File: src/rtl/rs_issue_scheduler.sv
// rs_issue_scheduler: picks up to N_WAY ready reservation-station entries per cycle, one multiply at most
// Ports: i_clock/i_reset (sync, active-high)/i_flush; i_rs_ready, i_rs_is_mult, i_rs_order_idx per entry;
//        o_issue_valid/o_issue_rs_idx per lane, o_issue_num (popcount), o_mult_busy.
// Macro RS_SCHED_AGE_EN: oldest-first by order_idx when defined, lowest entry index first otherwise.
module rs_issue_scheduler #(
  parameter int N_RS       = 8,
  parameter int N_WAY      = 3,
  parameter int ORDER_BITS = 6,
  parameter int MULT_LAT   = 4
) (
  input  logic                                    i_clock,
  input  logic                                    i_reset,
  input  logic                                    i_flush,
  input  logic [N_RS-1:0]                         i_rs_ready,
  input  logic [N_RS-1:0]                         i_rs_is_mult,
  input  logic [N_RS-1:0][ORDER_BITS-1:0]         i_rs_order_idx,
  output logic [N_WAY-1:0]                        o_issue_valid,
  output logic [N_WAY-1:0][$clog2(N_RS)-1:0]      o_issue_rs_idx,
  output logic [$clog2(N_WAY):0]                  o_issue_num,
  output logic                                    o_mult_busy
);
  localparam int IW = $clog2(N_RS);
  localparam int NW = $clog2(N_WAY) + 1;
  localparam int CW = $clog2(MULT_LAT + 1);
`ifdef RS_SCHED_AGE_EN
  localparam bit AGE = 1'b1;
`else
  localparam bit AGE = 1'b0;
`endif
  logic [N_WAY-1:0]         r_valid, w_valid;
  logic [N_WAY-1:0][IW-1:0] r_idx, w_idx;
  logic [NW-1:0]            r_num, w_num;
  logic [N_RS-1:0]          r_mask, w_mask, w_avail;
  logic                     r_mult, w_mult, w_found, w_blocked;
  logic [CW-1:0]            r_cnt;
  logic [IW-1:0]            w_best;
  assign w_blocked      = (r_cnt != '0) || r_mult;
  assign o_issue_valid  = r_valid;
  assign o_issue_rs_idx = r_idx;
  assign o_issue_num    = r_num;
  assign o_mult_busy    = r_cnt != '0;
  // Each lane takes the best remaining candidate; once a multiply is taken, other multiplies are passed over.
  always_comb begin
    w_avail = i_rs_ready & ~r_mask & ~(i_rs_is_mult & {N_RS{w_blocked}});
    w_valid = '0;
    w_idx   = '0;
    w_num   = '0;
    w_mask  = '0;
    w_mult  = 1'b0;
    w_found = 1'b0;
    w_best  = '0;
    for (int k = 0; k < N_WAY; k++) begin
      w_found = 1'b0;
      w_best  = '0;
      for (int i = 0; i < N_RS; i++)
        if (w_avail[i] && !(i_rs_is_mult[i] && w_mult) &&
            (!w_found || (AGE && i_rs_order_idx[i] < i_rs_order_idx[w_best]))) begin
          w_best  = IW'(i);
          w_found = 1'b1;
        end
      if (w_found) begin
        w_valid[k]      = 1'b1;
        w_idx[k]        = w_best;
        w_avail[w_best] = 1'b0;
        w_mask[w_best]  = 1'b1;
        w_mult          = w_mult | i_rs_is_mult[w_best];
        w_num           = w_num + NW'(1);
      end
    end
  end
  always_ff @(posedge i_clock) begin
    if (i_reset || i_flush) begin
      r_valid <= '0;
      r_idx   <= '0;
      r_num   <= '0;
      r_mask  <= '0;
      r_mult  <= 1'b0;
      r_cnt   <= '0;
    end else begin
      r_valid <= w_valid;
      r_idx   <= w_idx;
      r_num   <= w_num;
      r_mask  <= w_mask;
      r_mult  <= w_mult;
      r_cnt   <= w_mult ? CW'(MULT_LAT - 1) : (r_cnt != '0 ? r_cnt - 1'b1 : '0);
    end
  end
endmodule

File: config.mk
export PLATFORM = sky130hd
export DESIGN_NAME = rs_issue_scheduler
export DESIGN_NICKNAME = d
export VERILOG_FILES = /design/src/rtl/rs_issue_scheduler.sv
export SDC_FILE = /design/constraint.sdc
export NUM_CORES = 1
export LEC_CHECK = 0
export BUFFER_PORTS_ARGS = -buffer_cell sky130_fd_sc_hd__buf_2
export CAP_MARGIN = 20
export CORE_MARGIN = 1
export CORE_UTILIZATION = 50
export DETAILED_ROUTE_END_ITERATION = 8
export PLACE_DENSITY = 0.81
export SYNTH_ARGS = -nofsm -noshare
export SYNTH_HDL_FRONTEND = slang
export SYNTH_SLANG_ARGS = --single-unit
export TNS_END_PERCENT = 1
File: constraint.sdc
create_clock -name i_clock -period 5.6 [get_ports i_clock]
set_input_delay 0.28 -clock i_clock [delete_from_list [all_inputs] [get_ports i_clock]]
set_output_delay 0.28 -clock i_clock [all_outputs]
set_load 0.01 [all_outputs]
==> results.json <==
{
  "worst_ep_required_time_ns": 5.81,
  "period_share_pct": 90.1,
  "min_path_type": "in2reg",
  "finalClockSkew_ns": 0.0106,
  "rsz_0062_raised_after_global_routing": "no",
  "finalWirelength_um": 6560,
  "clkSinkCount": 27,
  "timing.critical_path.from": "r_cnt[0]",
  "timing_worst_setup_path_type": "reg2reg",
  "grt_max_degree": 23,
  "htree_levels": 1,
  "critPathMaxStageDelay_ns": 0.83,
  "timing.critical_path.buf_inv": 0,
  "critical-path-top-delay-family": "compound AO/OA/AOI/OAI gates",
  "report.final.hold_viol_count": 0,
  "minimum_clock_period_ns": 5.05,
  "drt_pass1_iterations": 7,
  "synthTopCellsByCount": "sky130_fd_sc_hd__nor2_1 (29), sky130_fd_sc_hd__dfxtp_1 (27), sky130_fd_sc_hd__a21oi_1 (26)",
  "die-height_um": 68.6,
  "async_flop_share_pct": 0,
  "cts_root_buf": "sky130_fd_sc_hd__clkbuf_8",
  "cp-end-kind": "flip-flop",
  "filler_cell_count": 405,
  "crit_end": "r_cnt[1]",
  "std_cell_rows": 23,
  "antenna_found_initial": 0,
  "die_width_um": 68.6,
  "synthToLayoutAreaGrowth_pct": 10.1,
  "synthesis_warning_total": 0,
  "placedCellCount": 353,
  "dp_hpwl_um": 4900,
  "core_area_mm2": 0.00414,
  "aggregate_negative_setup_slack_ns": 0,
  "fmax_ghz": 0.198,
  "fp.dieArea_mm2": 0.00471,
  "drive_above_1_share_pct": 22.1,
  "postCtsHoldBufs": 0,
  "vias_per_cell": 6.80,
  "port_buffers": 34,
  "yosys.area.top_type_share_pct": 24.4,
  "power.density_cell_area_mw_per_mm2": 662,
  "dpl_ws_ns": 0.713,
  "drv_cap": 0,
  "worst_slew_margin_rel_pct": 32.0,
  "cts_buffers": 3,
  "internal_reg_to_reg_setup_slack_ns": 0.55,
  "status": "finished, final reports clean",
  "netlist_area_before_placement_mm2": 0.00222,
  "max_slew.worst_pin.slew_ns": 0.995,
  "drt-wirelength-per-cell_um": 18.4,
  "first_global_vias": 2044,
  "clkLatencyLatePin_ns": 0.29,
  "startpoint_of_the_worst_slack_reg_to_reg_timing_path": "r_cnt[0]",
  "synth.most_common_cell": "sky130_fd_sc_hd__nor2_1",
  "finalWeightedCongestion": 0.962,
  "yosys.area.top_type": "sky130_fd_sc_hd__dfxtp_1",
  "nNetsFinal": 377,
  "synth_top_cells_by_area": "sky130_fd_sc_hd__dfxtp_1 (24%), sky130_fd_sc_hd__a21oi_1 (5.9%), sky130_fd_sc_hd__nor2_1 (4.9%), sky130_fd_sc_hd__nand2_1 (4.2%), sky130_fd_sc_hd__nand2b_1 (3.1%)",
  "setup_viol": 0,
  "drc": 0,
  "post_cts_resize_count": 0,
  "vias": 2428,
  "synth_cell_type_count": 73,
  "grt-ovfl-total": 0,
  "rr_endpoint": "r_cnt[1]",
  "syn_inst": 280,
  "grtUsageTotal_pct": 28.8,
  "reg2reg_depth": 14,
  "synth_enable_flop_cells": 0,
  "postSynthAreaPerCell_um2": 7.93,
  "timing.final.max_slew_violations": 0,
  "clkTransAtPathRegs_ns": 0.11,
  "post-cts-setup-buffer-count": 0,
  "cp_cell_sequence": "o41a_1, o22a_1, nand4_1, a21oi_2, o211a_1, a21boi_4, a2111oi_0, nand2b_1, a21o_1, o2111a_1, o21ai_1, a2111oi_4, nor3b_2, a31oi_1",
  "cts_max_path_buffers": 2,
  "critical_path_arrival_ns": 5.26,
  "path_max_fanout": 16,
  "antenna_cells_inserted": 0,
  "grt_pass1_wl_um": 9960,
  "tritoncts_clock_tree": "built",
  "count_of_antenna_violating_nets_left_after_detailed_routing": 0,
  "initialDrtViolationCount": 238,
  "sequential_area_share_after_synthesis_pct": 24.4,
  "critical_path_depth": 14,
  "setup.worst_path.start_class": "flip-flop",
  "peakVddDrop_mv": 0.351,
  "power.leakage_nw": 0.979,
  "register_bit_total_from_synthesis": 27,
  "ioPinCount": 83,
  "floorplan.initialDensity_pct": 53.6,
  "synth_nets": 349,
  "timing.critical_path.slowest_stage_cell": "sky130_fd_sc_hd__a2111oi_0",
  "ys.flop_type": "sky130_fd_sc_hd__dfxtp_1",
  "setup_ws_ns": 0.554,
  "final-instance-count-excl-fill": 357
}
## cell type report
| class | instances | area (um2) | share of cell area [%] |
|---|---|---|---|
| multi-input combinational | 232 | 1580 | 64.7 |
| sequential | 27 | 541 | 22.1 |
| timing repair buffer | 35 | 178 | 7.27 |
| tap | 50 | 62.6 | 2.56 |
| clock buffer | 3 | 41.3 | 1.69 |
| inverter | 9 | 33.8 | 1.38 |
| clock inverter | 1 | 7.51 | 0.307 |
## report_power, final
group / switching [mW] / internal [mW] / total [mW] / leakage [nW]
Sequential: 0.0345 / 0.243 / 0.277 / 0.221
Combinational: 0.779 / 0.443 / 1.22 / 0.736
Clock: 0.0696 / 0.0507 / 0.120 / 0.0217
Total: 0.883 / 0.736 / 1.62 / 0.979
## sequential cells by signal (all words and copies together) (netlist names)
| name | cells |
|---|---|
| r_mask | 8 |
| o_issue_num | 3 |
| o_issue_valid | 3 |
| r_mult | 1 |
| o_issue_rs_idx | 9 |
| r_cnt | 3 |
## metrics by stage
stage	instance area [um2]	util (%)	hold WS, ns	total power [mW]
2_1_floorplan	2220	-	0.483	1.23
3_3_place_gp	2390	57.8	0.614	1.46
3_5_place_dp	2390	57.8	0.625	1.46
4_1_cts	2440	59.0	0.461	1.58
5_1_grt	2440	59.0	0.498	1.74
6_report	2440	59.0	0.459	1.62
## cells by family after synthesis
family | count (synthesis) | share of synthesized area [%]
AO/OA/AOI/OAI | 120 | 44.9
AND/OR/NAND/NOR | 108 | 24.4
flip-flops | 27 | 24.4
buffers and inverters | 21 | 4.45
adder cells (fa/ha/maj) | 2 | 1.13
XOR/XNOR | 1 | 0.395
multiplexers | 1 | 0.451
## worst min-delay path: stages
cell and delay, ns:
sky130_fd_sc_hd__buf_2 0.09, sky130_fd_sc_hd__nand2b_1 0.11, sky130_fd_sc_hd__or2_2 0.18, sky130_fd_sc_hd__nor2_1 0.05
## worst min-delay path by stage
| stage | from | endpoint | slack, ns | depth (start not counted) |
|---|---|---|---|---|
| 5_1_grt | i_rs_ready[0] | r_mask[0] | 0.50 | 4 |
| 3_3_place_gp | r_cnt[2] | r_cnt[2] | 0.61 | 1 |
| 6_report | i_rs_ready[0] | r_mask[0] | 0.46 | 4 |
| 4_1_cts | i_rs_ready[0] | r_mask[0] | 0.46 | 4 |
| 2_1_floorplan | i_reset | o_issue_rs_idx[1] | 0.48 | 2 |
| 3_5_place_dp | r_cnt[2] | r_cnt[2] | 0.63 | 1 |
## routing by layer
| metal | global-route usage, % | vias up | wire, um |
|---|---|---|---|
| met3 | 3.95 | 20 | 693 |
| met5 | 0 | - | 0 |
| li1 | - | 1142 | - |
| met1 | 38.1 | 1106 | 2820 |
| met4 | 11.5 | 0 | 218 |
| met2 | 46.8 | 160 | 2830 |
## layout by cell type, fill, tap and decap left out, drive strengths merged, types with 7 or more instances in the layout
cell type and count:
buf 35, nor2 29, a21oi 29, dfxtp 27, nand2 25, nand2b 11
o21ai 11, a31oi 9, inv 9, nor3 8, or2 7, o211ai 7
No activity file was read; power rests on OpenSTA's default activity.
